File: config.mk
export PLATFORM = sky130hd
export DESIGN_NAME = vga_timing_flat
export DESIGN_NICKNAME = d
export VERILOG_FILES = /design/src/rtl/vga_pkg.sv /design/src/rtl/vga_timing_if.sv /design/src/rtl/vga_axis.sv /design/src/rtl/vga_timing.sv /design/src/flat_wrapper.sv
export SDC_FILE = /design/constraint.sdc
export NUM_CORES = 1
export LEC_CHECK = 0
export CAP_MARGIN = 0
export CORE_MARGIN = 2
export CORE_UTILIZATION = 35
export CTS_CLUSTER_DIAMETER = 50
export CTS_CLUSTER_SIZE = 30
export DETAILED_ROUTE_END_ITERATION = 6
export PLACE_DENSITY_LB_ADDON = 0.08
export SKIP_LAST_GASP = 1
export SLEW_MARGIN = 20
export SYNTH_ARGS = -nofsm -noshare
export SYNTH_HDL_FRONTEND = slang
export SYNTH_SLANG_ARGS = --single-unit
File: constraint.sdc
create_clock -name clk -period 3.1 [get_ports clk]
set_input_delay 0.465 -clock clk [delete_from_list [all_inputs] [get_ports clk]]
set_output_delay 0.465 -clock clk [all_outputs]
set_load 0.005 [all_outputs]
File: src/rtl/vga_pkg.sv
// Shared constants for the 640x480@60 Hz VGA raster timing generator.
package vga_pkg;

   localparam int COORD_W = 10;

   localparam int H_ACTIVE = 640;
   localparam int H_FP     = 16;
   localparam int H_SYNC   = 96;
   localparam int H_BP     = 48;

   localparam int V_ACTIVE = 480;
   localparam int V_FP     = 10;
   localparam int V_SYNC   = 2;
   localparam int V_BP     = 33;

   // Full period of one axis, visible region plus all blanking.
   function automatic int axisTotal(input int active, input int fp, input int sync, input int bp);
      return active + fp + sync + bp;
   endfunction

   localparam int H_TOTAL = axisTotal(H_ACTIVE, H_FP, H_SYNC, H_BP);
   localparam int V_TOTAL = axisTotal(V_ACTIVE, V_FP, V_SYNC, V_BP);

endpackage

File: src/rtl/vga_timing_if.sv
// Raster timing bundle handed from the timing generator to the colour stage.
interface vga_timing_if;
   import vga_pkg::*;

   logic               pix_en;
   logic               hsync;
   logic               vsync;
   logic               active;
   logic [COORD_W-1:0] x;
   logic [COORD_W-1:0] y;
   logic               line_start;
   logic               frame_start;

   modport master (output pix_en, hsync, vsync, active, x, y, line_start, frame_start);
   modport slave  (input  pix_en, hsync, vsync, active, x, y, line_start, frame_start);

endinterface

File: src/rtl/vga_axis.sv
// One raster axis: wrapping position counter plus combinational sync/active decode.
module vga_axis
   import vga_pkg::*;
#(
   parameter int   ACTIVE = 640,
   parameter int   FP     = 16,
   parameter int   SYNC   = 96,
   parameter int   BP     = 48,
   parameter logic POL    = 1'b0
) (
   input  logic               clk,
   input  logic               rst,
   input  logic               en_i,
   output logic               wrap_o,
   output logic [COORD_W-1:0] count_o,
   output logic               sync_o,
   output logic               active_o
);

   localparam int TOTAL = axisTotal(ACTIVE, FP, SYNC, BP);

   // Decode thresholds are one bit wider so an axis of exactly 2**COORD_W still compares cleanly.
   localparam logic [COORD_W:0] LAST       = (COORD_W+1)'(TOTAL - 1);
   localparam logic [COORD_W:0] SYNC_FIRST = (COORD_W+1)'(ACTIVE + FP);
   localparam logic [COORD_W:0] SYNC_LAST  = (COORD_W+1)'(ACTIVE + FP + SYNC - 1);
   localparam logic [COORD_W:0] ACT_END    = (COORD_W+1)'(ACTIVE);

   logic [COORD_W-1:0] count_q;
   logic [COORD_W-1:0] count_d;
   logic [COORD_W:0]   countWide;

   assign countWide = {1'b0, count_q};
   assign count_o   = count_q;
   assign sync_o    = ((countWide >= SYNC_FIRST) && (countWide <= SYNC_LAST)) ? POL : ~POL;
   assign active_o  = (countWide < ACT_END);

   // Advance on enable, returning to zero after the last position of the axis.
   always_comb begin
      wrap_o  = en_i && (countWide == LAST);
      count_d = count_q;
      if (en_i) begin
         count_d = wrap_o ? '0 : count_q + 1'b1;
      end
   end

   // Position register, cleared immediately by reset.
   always_ff @(posedge clk or posedge rst) begin
      if (rst) begin
         count_q <= '0;
      end else begin
         count_q <= count_d;
      end
   end

endmodule

File: src/rtl/vga_timing.sv
// VGA raster timing generator: clock divider feeding horizontal and vertical axes, registered outputs.
module vga_timing #(
   parameter int   H_ACTIVE = vga_pkg::H_ACTIVE,
   parameter int   H_FP     = vga_pkg::H_FP,
   parameter int   H_SYNC   = vga_pkg::H_SYNC,
   parameter int   H_BP     = vga_pkg::H_BP,
   parameter int   V_ACTIVE = vga_pkg::V_ACTIVE,
   parameter int   V_FP     = vga_pkg::V_FP,
   parameter int   V_SYNC   = vga_pkg::V_SYNC,
   parameter int   V_BP     = vga_pkg::V_BP,
   parameter int   CLK_DIV  = 2,
   parameter logic HS_POL   = 1'b0,
   parameter logic VS_POL   = 1'b0
) (
   input  logic         clk,
   input  logic         btn,
   vga_timing_if.master vga
);
   import vga_pkg::*;

   localparam int H_LEN = axisTotal(H_ACTIVE, H_FP, H_SYNC, H_BP);
   localparam int V_LEN = axisTotal(V_ACTIVE, V_FP, V_SYNC, V_BP);

   // Counters are COORD_W bits wide; refuse to build a raster that cannot fit.
   if ((H_LEN > (1 << COORD_W)) || (V_LEN > (1 << COORD_W)) || (CLK_DIV < 2)) begin : gBadGeometry
      $error("vga_timing: axis totals must be <= 2**COORD_W and CLK_DIV must be >= 2");
   end

   localparam int             DIV_W    = $clog2(CLK_DIV);
   localparam logic [DIV_W-1:0] DIV_LAST = DIV_W'(CLK_DIV - 1);

   logic [DIV_W-1:0]   div_q;
   logic [DIV_W-1:0]   div_d;
   logic               pe;
   logic               hWrap;
   logic               vWrap;
   logic [COORD_W-1:0] hc;
   logic [COORD_W-1:0] vc;
   logic               hSync;
   logic               vSync;
   logic               hActive;
   logic               vActive;

   logic               pixEn_q;
   logic               hsync_q;
   logic               vsync_q;
   logic               active_q;
   logic [COORD_W-1:0] x_q;
   logic [COORD_W-1:0] y_q;
   logic               lineStart_q;
   logic               frameStart_q;

   assign pe = (div_q == DIV_LAST);

   // Pixel divider: free-running modulo-CLK_DIV count, strobing on its last state.
   always_comb begin
      div_d = pe ? '0 : div_q + 1'b1;
   end

   // Divider register, cleared immediately by reset.
   always_ff @(posedge clk or posedge btn) begin
      if (btn) begin
         div_q <= '0;
      end else begin
         div_q <= div_d;
      end
   end

   vga_axis #(
      .ACTIVE (H_ACTIVE),
      .FP     (H_FP),
      .SYNC   (H_SYNC),
      .BP     (H_BP),
      .POL    (HS_POL)
   ) hAxis (
      .clk      (clk),
      .rst      (btn),
      .en_i     (pe),
      .wrap_o   (hWrap),
      .count_o  (hc),
      .sync_o   (hSync),
      .active_o (hActive)
   );

   vga_axis #(
      .ACTIVE (V_ACTIVE),
      .FP     (V_FP),
      .SYNC   (V_SYNC),
      .BP     (V_BP),
      .POL    (VS_POL)
   ) vAxis (
      .clk      (clk),
      .rst      (btn),
      .en_i     (pe && hWrap),
      .wrap_o   (vWrap),
      .count_o  (vc),
      .sync_o   (vSync),
      .active_o (vActive)
   );

   // Register every output from the same counter state so sync, active and coordinates stay aligned.
   always_ff @(posedge clk or posedge btn) begin
      if (btn) begin
         pixEn_q      <= 1'b0;
         hsync_q      <= ~HS_POL;
         vsync_q      <= ~VS_POL;
         active_q     <= 1'b0;
         x_q          <= '0;
         y_q          <= '0;
         lineStart_q  <= 1'b0;
         frameStart_q <= 1'b0;
      end else begin
         pixEn_q      <= pe;
         hsync_q      <= hSync;
         vsync_q      <= vSync;
         active_q     <= hActive && vActive;
         x_q          <= hc;
         y_q          <= vc;
         lineStart_q  <= pe && (hc == '0);
         frameStart_q <= pe && (hc == '0) && (vc == '0);
      end
   end

   assign vga.pix_en      = pixEn_q;
   assign vga.hsync       = hsync_q;
   assign vga.vsync       = vsync_q;
   assign vga.active      = active_q;
   assign vga.x           = x_q;
   assign vga.y           = y_q;
   assign vga.line_start  = lineStart_q;
   assign vga.frame_start = frameStart_q;

   // The vertical wrap is implied by frame_start and is not needed as a separate output.
   logic unusedWrap;
   assign unusedWrap = vWrap;

endmodule

File: src/flat_wrapper.sv
// flat-port wrapper written by rule: the top's interface ports become plain ports
module vga_timing_flat import vga_pkg::*;
#(
   parameter int   H_ACTIVE = vga_pkg::H_ACTIVE,
   parameter int   H_FP     = vga_pkg::H_FP,
   parameter int   H_SYNC   = vga_pkg::H_SYNC,
   parameter int   H_BP     = vga_pkg::H_BP,
   parameter int   V_ACTIVE = vga_pkg::V_ACTIVE,
   parameter int   V_FP     = vga_pkg::V_FP,
   parameter int   V_SYNC   = vga_pkg::V_SYNC,
   parameter int   V_BP     = vga_pkg::V_BP,
   parameter int   CLK_DIV  = 2,
   parameter logic HS_POL   = 1'b0,
   parameter logic VS_POL   = 1'b0
)
  (clk, btn, vga_pix_en, vga_hsync, vga_vsync, vga_active, vga_x, vga_y, vga_line_start, vga_frame_start);
  vga_timing_if vga_i ();
  input  logic clk;
  input  logic btn;
  output wire logic [$bits(vga_i.pix_en)-1:0] vga_pix_en;
  output wire logic [$bits(vga_i.hsync)-1:0] vga_hsync;
  output wire logic [$bits(vga_i.vsync)-1:0] vga_vsync;
  output wire logic [$bits(vga_i.active)-1:0] vga_active;
  output wire logic [$bits(vga_i.x)-1:0] vga_x;
  output wire logic [$bits(vga_i.y)-1:0] vga_y;
  output wire logic [$bits(vga_i.line_start)-1:0] vga_line_start;
  output wire logic [$bits(vga_i.frame_start)-1:0] vga_frame_start;
  assign vga_pix_en = vga_i.pix_en;
  assign vga_hsync = vga_i.hsync;
  assign vga_vsync = vga_i.vsync;
  assign vga_active = vga_i.active;
  assign vga_x = vga_i.x;
  assign vga_y = vga_i.y;
  assign vga_line_start = vga_i.line_start;
  assign vga_frame_start = vga_i.frame_start;
  vga_timing #(.H_ACTIVE(H_ACTIVE), .H_FP(H_FP), .H_SYNC(H_SYNC), .H_BP(H_BP), .V_ACTIVE(V_ACTIVE), .V_FP(V_FP), .V_SYNC(V_SYNC), .V_BP(V_BP), .CLK_DIV(CLK_DIV), .HS_POL(HS_POL), .VS_POL(VS_POL)) u_core (.clk(clk), .btn(btn), .vga(vga_i));
endmodule
==> results.ini, run 1 <==
[clock_tree]
clkLatencyLatePin_ns=0.30
clock_path_buffers=2
tritoncts=built
cts_hold_buf=0
clkTransAtPathRegs_ns=0.08
cts_setup_buffers=0
clkSinkCount=47
cts_max_level=2
cts_repair_resize_count=0
cts_inserted_buffers=5
cts_root_buf=clkbuf_8

[critical_path]
crit_slowest_cell=dfrtp_1
rr_endpoint=u_core.vAxis.count_o[6]$_DFFE_PP0P_
path_max_fanout=20
required_ns=3.29
path_common_cell=nand4_1
critPathMaxStageDelay_ns=0.44
worstSetupStartpointType=flip-flop
critical_path_class=reg2reg
r2r_start=u_core.hAxis.count_o[0]$_DFFE_PP0P_
reg2reg_depth=6
worstPathCellList=ha_1, nand4_1, nor4b_2, buf_4, nand4_1, xnor2_1
reg2reg_slack_ns=1.30
worstSetupEndpointType=flip-flop
cp.arrival_ns=1.98

[power]
intPower_uw=772
pwr-share-comb=0.014
p_switching_uw=212
ir_drop_v=0.000172
seqPwrFrac=0.622
p_sw_frac=0.215
leakage_nw=0.988
total_power_uw=984
p_clk_frac=0.364
p_per_area_nw_per_um2=438

[grt]
grt-ovfl-total=0
grt_max_degree=48
grt_pass1_vias=1152
track_usage=0.121
grt_pass1_wl_mm=5.60
antenna_found_initial=0

[layout]
drive_gt1_frac=0.0899
final_cell_count_no_fill=248
post-route-util=0.443
fin_nets=183
regArea_um2=1180
fillCellCount=513
n_antenna_cell=0
multiInputGateArea_um2=576
area_delta_synth_final_pct=22.9

[logic_synthesis]
syn_area_um2=1830
ys_seq_elements=47
yosysWarnings=0
async_flop_share=1.00
synth.distinct_cells=40
seq_area_frac_synth=0.645
synth_edf_count=0
synth.avg_cell_area_um2=12.4
syn_nets=153
synth_ff_type=dfrtp_1
syn-instance-count=147

[placement]
dp.cells=240
port-buffer-count=27
gp_congestion=0.756
place_hpwl_mm=2.08

[sta]
min_period_ns=1.80
fin_crit_sh=0.580
rsz0062_at_grt=false
fmax_mhz=556
maxSlewHeadroom=0.615
worst_slew_pin_slew_ns=0.578
skew_ns=0.00309
drv_slew=0
setup_viol=0
tns_ns=0
finalHoldViolCount=0

[floorplan]
die_area_um2=5820
die_h_um=76.3
die_w_um=76.3
initial_core_util=0.360
num_rows=26
ios=28
core-area_um2=5070

[hold_path]
hold_path_depth=0
hold_path.class=reg2reg
whs_endpoint=u_core.vga.y[4]$_DFF_PP0_
worstHoldStart=u_core.vAxis.count_o[4]$_DFFE_PP0P_

[detailed_routing]
drt-initial-drc-count=84
route.detailed.drc=0
wl_mm=3.21
dr.pass1.iters=4
wl_per_cell_um=13.0
vias=1150
avgViaCountPerCell=4.64
ant_nets=0

[job]
cap_violations=0

[run_status]
status=finished clean

-- cells in the final DEF, fill, tap and decap left out, types with 2 or more instances in the layout --
cell and n:
dfrtp_1 45, nand2_1 8, buf_4 2, inv_1 8
dfstp_2 2, or3_1 2, nor2_1 7, o21a_1 2
nand3_1 9, ha_1 4, nor4_1 2, mux2i_1 2
o21ai_1 2, nand4_1 10, and3_1 3, nor3_1 2
xnor2_1 10, a31oi_1 2, clkbuf_8 5, clkdlybuf4s50_1 27
o21ai_0 2
-- stage by stage --
step | area [um2] | setup slack (ns) | hold WS, ns
after floorplan | 1830 | 1.52 | 0.349
after detailed placement | 2160 | 1.30 | 0.438
after global placement | 2160 | 1.38 | 0.434
after global routing | 2250 | 1.10 | 0.497
final | 2250 | 1.30 | 0.455
after CTS | 2250 | 1.29 | 0.459
-- kinds of logic (layout without fill, tap and decap cells) --
group,Yosys count,in the layout,share of synthesized area
XOR/XNOR,11,11,0.0527
AO/OA/AOI/OAI,13,13,0.0452
AND/OR/NAND/NOR,55,55,0.179
adder cells (fa/ha/maj),4,4,0.0274
buffers and inverters,15,46,0.0404
multiplexers,2,2,0.0110
flip-flops,47,47,0.645
-- critical path, delay by kind of cell, from the launching register on --
| kind | cells | cell delay, ns |
|---|---|---|
| buffers and inverters | 1 | 0.27 |
| flip-flops | 1 | 0.44 |
| adder cells (fa/ha/maj) | 1 | 0.25 |
| AND/OR/NAND/NOR | 3 | 0.59 |
| XOR/XNOR | 1 | 0.14 |
-- state kept, by name (all words and copies together), names as in the netlist --
signal,count
u_core.vga.vsync,1
u_core.hAxis.count_o,10
u_core.vga.frame_start,1
u_core.vga.pix_en,1
u_core.vga.hsync,1
u_core.vga.active,1
u_core.vga.x,10
u_core.vga.line_start,1
u_core.div_q,1
u_core.vga.y,10
u_core.vAxis.count_o,10
-- final cells by class --
class / instances / area share
repair buffers: 29 / 0.127
inverters: 9 / 0.0150
flip-flops and latches: 47 / 0.525
well taps: 70 / 0.0390
clock inverters: 2 / 0.00557
clock buffers: 6 / 0.0323
multi-input cells: 85 / 0.256
-- power groups by stage --
| stage | registers, mW | logic (mW) | clock network [mW] |
|---|---|---|---|
| after detailed placement | 0.625 | 0.0147 | 0 |
| after global routing | 0.613 | 0.0162 | 0.401 |
| final | 0.613 | 0.0137 | 0.358 |
| after floorplan | 0.625 | 0.00896 | 0 |
| after CTS | 0.613 | 0.0147 | 0.370 |
| after global placement | 0.625 | 0.0142 | 0 |
-- how the worst max path moves through the flow --
stage                                                    from                                  end  slack (ns)  cells after the start
final                     u_core.hAxis.count_o[0]$_DFFE_PP0P_  u_core.vAxis.count_o[6]$_DFFE_PP0P_        1.30                      6
after global routing      u_core.hAxis.count_o[0]$_DFFE_PP0P_  u_core.vAxis.count_o[8]$_DFFE_PP0P_        1.10                      6
after CTS                 u_core.hAxis.count_o[0]$_DFFE_PP0P_  u_core.vAxis.count_o[6]$_DFFE_PP0P_        1.29                      6
after detailed placement  u_core.hAxis.count_o[0]$_DFFE_PP0P_  u_core.vAxis.count_o[6]$_DFFE_PP0P_        1.30                      6
after global placement    u_core.hAxis.count_o[0]$_DFFE_PP0P_  u_core.vAxis.count_o[6]$_DFFE_PP0P_        1.38                      6
after floorplan                                           btn               u_core.div_q$_DFF_PP0_        1.52                      1
-- routing by layer --
metal,up-vias,share of wire,GRT usage
met5,-,0,0
met4,0,0.018,0.0691
met3,7,0.054,0.0296
met2,25,0.42,0.159
met1,548,0.50,0.181
li1,570,-,-
-- synth_stat cells (2+ instances only) --
master,count,area (um2)
nand4_1,10,62.6
buf_2,2,10.0
dfstp_2,2,52.6
mux2i_1,2,20.0
or3_1,2,12.5
o21a_1,2,15.0
nor2_1,7,26.3
inv_1,9,33.8
nand2_1,8,30.0
nand3_1,9,45.0
nor4_1,2,12.5
nor3_1,2,10.0
buf_4,2,15.0
o21ai_0,2,10.0
o21ai_1,2,10.0
and3_1,3,18.8
xnor2_1,10,87.6
ha_1,4,50.1
a31oi_1,2,12.5
dfrtp_1,45,1130
No activity file was read; power rests on OpenSTA's default activity.
==> run 2: changes to the inputs <==
Clock period 3.1 ns to 1.7 ns, I/O delays scaled along.
==> run 2 against run 1 <==
The flow now finishes with violations (negative setup slack); count of clock-buffer cells in the layout decreased by 1; flip-flop and latch count unchanged; non-clock buffer count increased by 19; sequential share of layout area decreased by 4.6 points; hold slack got worse by 0.16 ns; highest routed layer unchanged.
==> results.ini, run 2 (synthesized netlist as in run 1, its figures left out) <==
[power]
pwr-share-comb=0.016
p_clk_frac=0.362
leakage_nw=1.11
ir_drop_v=0.000339
p_sw_frac=0.217
p_per_area_nw_per_um2=729
p_switching_uw=389
intPower_mw=1.41
seqPwrFrac=0.622

[detailed_routing]
drt-initial-drc-count=79
ant_nets=0
wl_per_cell_um=13.5
route.detailed.drc=0
vias=1275
avgViaCountPerCell=4.78
wl_mm=3.60
dr.pass1.iters=4

[sta]
drv_slew=0
fmax_mhz=574
skew_ns=0.00627
worst_slew_pin_slew_ns=0.380
finalHoldViolCount=0
rsz0062_at_grt=true
min_period_ns=1.74
maxSlewHeadroom=0.744
timing.final.ws_setup_ns=-0.0426
setup_viol=6
fin_crit_sh=1.03

[critical_path]
required_ns=1.89
path_buf_inv=2
path_common_cell=nand4_1
reg2reg_slack_ns=-0.04
cp.depth=7
worstSetupEndpointType=flip-flop
r2r_start=u_core.hAxis.count_o[1]$_DFFE_PP0P_
reg2reg_depth=7
crit_start=u_core.hAxis.count_o[1]$_DFFE_PP0P_
crit_slowest_cell=dfrtp_1
rr_endpoint=u_core.vAxis.count_o[4]$_DFFE_PP0P_
critical_path_class=reg2reg
cp.arrival_ns=1.93
path_max_fanout=5
critPathMaxStageDelay_ns=0.38
crit_family=simple AND/OR/NAND/NOR gates
crit_end=u_core.vAxis.count_o[4]$_DFFE_PP0P_
worstPathCellList=buf_6, ha_4, nand4_1, nor4b_4, buf_4, nand4_1, mux2i_1
worstSetupStartpointType=flip-flop

[hold_path]
hold_path.class=in2async

[floorplan]
ios=28
die_w_um=76.3
die_area_um2=5820
die_h_um=76.3
core-area_um2=5070
num_rows=26
initial_core_util=0.360

[grt]
grt_pass1_vias=1238
antenna_found_initial=0
grt_pass1_wl_mm=5.99
track_usage=0.131
grt_max_degree=48
grt-ovfl-total=0

[run_status]
status=finished, violations left
failed_checks=negative setup slack

[layout]
final_cell_mix=45 x dfrtp_1, 27 x clkdlybuf4s50_1, 15 x buf_4
fillCellCount=476
n_antenna_cell=0
area_delta_synth_final_pct=34.6
post-route-util=0.485
final_cell_count_no_fill=267
fin_nets=202
stdcell_area_um2=2460
layout_commonest_cell=dfrtp_1
drive_gt1_frac=0.208

[job]
cap_violations=0

[clock_tree]
clkLatencyLatePin_ns=0.30
cts_max_level=2
clock_path_buffers=2
tritoncts=built
clkSinkCount=47
clkTransAtPathRegs_ns=0.09
cts_root_buf=clkbuf_8
cts_inserted_buffers=5
cts_hold_buf=0

[placement]
dp_slack_ns=-0.00139
placedInstanceArea_um2=2260
place_hpwl_mm=2.28
port-buffer-count=27
dp.cells=252
gp_congestion=0.840

==> run 2: changes by cell type in the layout (fill, tap and decap cells not counted), sizes merged <==
cell	change
buf	+19
clkbuf	-1
clkinv	+2
clkinvlp	-1
==> run 2: metal layers <==
layer | track usage | wire length (um) | share of wire
met5 | 0 | 0 | 0
met3 | 0.0427 | 174 | 0.048
met4 | 0.0545 | 78 | 0.022
met1 | 0.180 | 1710 | 0.47
met2 | 0.191 | 1640 | 0.46
==> run 2: worst min-delay path by stage <==
stage,from,to,slack (ns),depth (start not counted)
CTS,btn,u_core.vga.active$_DFF_PP0_,0.31,3
finish,btn,u_core.vga.frame_start$_DFF_PP0_,0.30,3
floorplan,u_core.div_q$_DFF_PP0_,u_core.vga.pix_en$_DFF_PP0_,0.35,0
global placement,u_core.hAxis.count_o[5]$_DFFE_PP0P_,u_core.vga.x[5]$_DFF_PP0_,0.42,0
global route,btn,u_core.vAxis.count_o[8]$_DFFE_PP0P_,0.33,3
detailed placement,u_core.hAxis.count_o[5]$_DFFE_PP0P_,u_core.vga.x[5]$_DFF_PP0_,0.41,0
==> run 2: final cells by class <==
| cell class | count | area (um2) | share of cell area |
|---|---|---|---|
| flip-flops and latches | 47 | 1180 | 0.479 |
| multi-input cells | 85 | 622 | 0.253 |
| repair buffers | 48 | 453 | 0.184 |
| well taps | 70 | 87.6 | 0.0356 |
| clock buffers | 5 | 68.8 | 0.0280 |
| inverters | 9 | 36.3 | 0.0147 |
| clock inverters | 3 | 15.0 | 0.00610 |
==> run 2: repair_timing <==
action                     in CTS  in global routing
setup endpoints to repair       1                 13
setup buffers                   5                  1
resized for setup              11                  7
gates cloned                    1                  1
pin swaps                       3                  8
==> run 2: power by group through the flow <==
stage                     Sequential, mW  Combinational [mW]  Clock (mW)
after CTS                           1.12              0.0306       0.663
after detailed placement            1.14              0.0305           0
after global placement              1.14              0.0301           0
after global routing                1.12              0.0344       0.718
after floorplan                     1.14              0.0163           0
final                               1.12              0.0282       0.650
==> run 2: through the flow <==
stage,total power [mW],setup TNS (ns),hold slack (ns)
after floorplan,1.16,0,0.349
final,1.79,-0.139,0.296
after detailed placement,1.17,-0.00139,0.414
after global routing,1.87,-0.842,0.328
after global placement,1.17,0,0.416
after CTS,1.81,-0.0155,0.310
==> run 2: worst register-to-register path: cells and delay by family, from the launching register on <==
kind                     cells  cell delay (ns)
adder cells (fa/ha/maj)      1             0.12
buffers and inverters        2             0.31
flip-flops                   1             0.38
multiplexers                 1             0.14
AND/OR/NAND/NOR              3             0.68
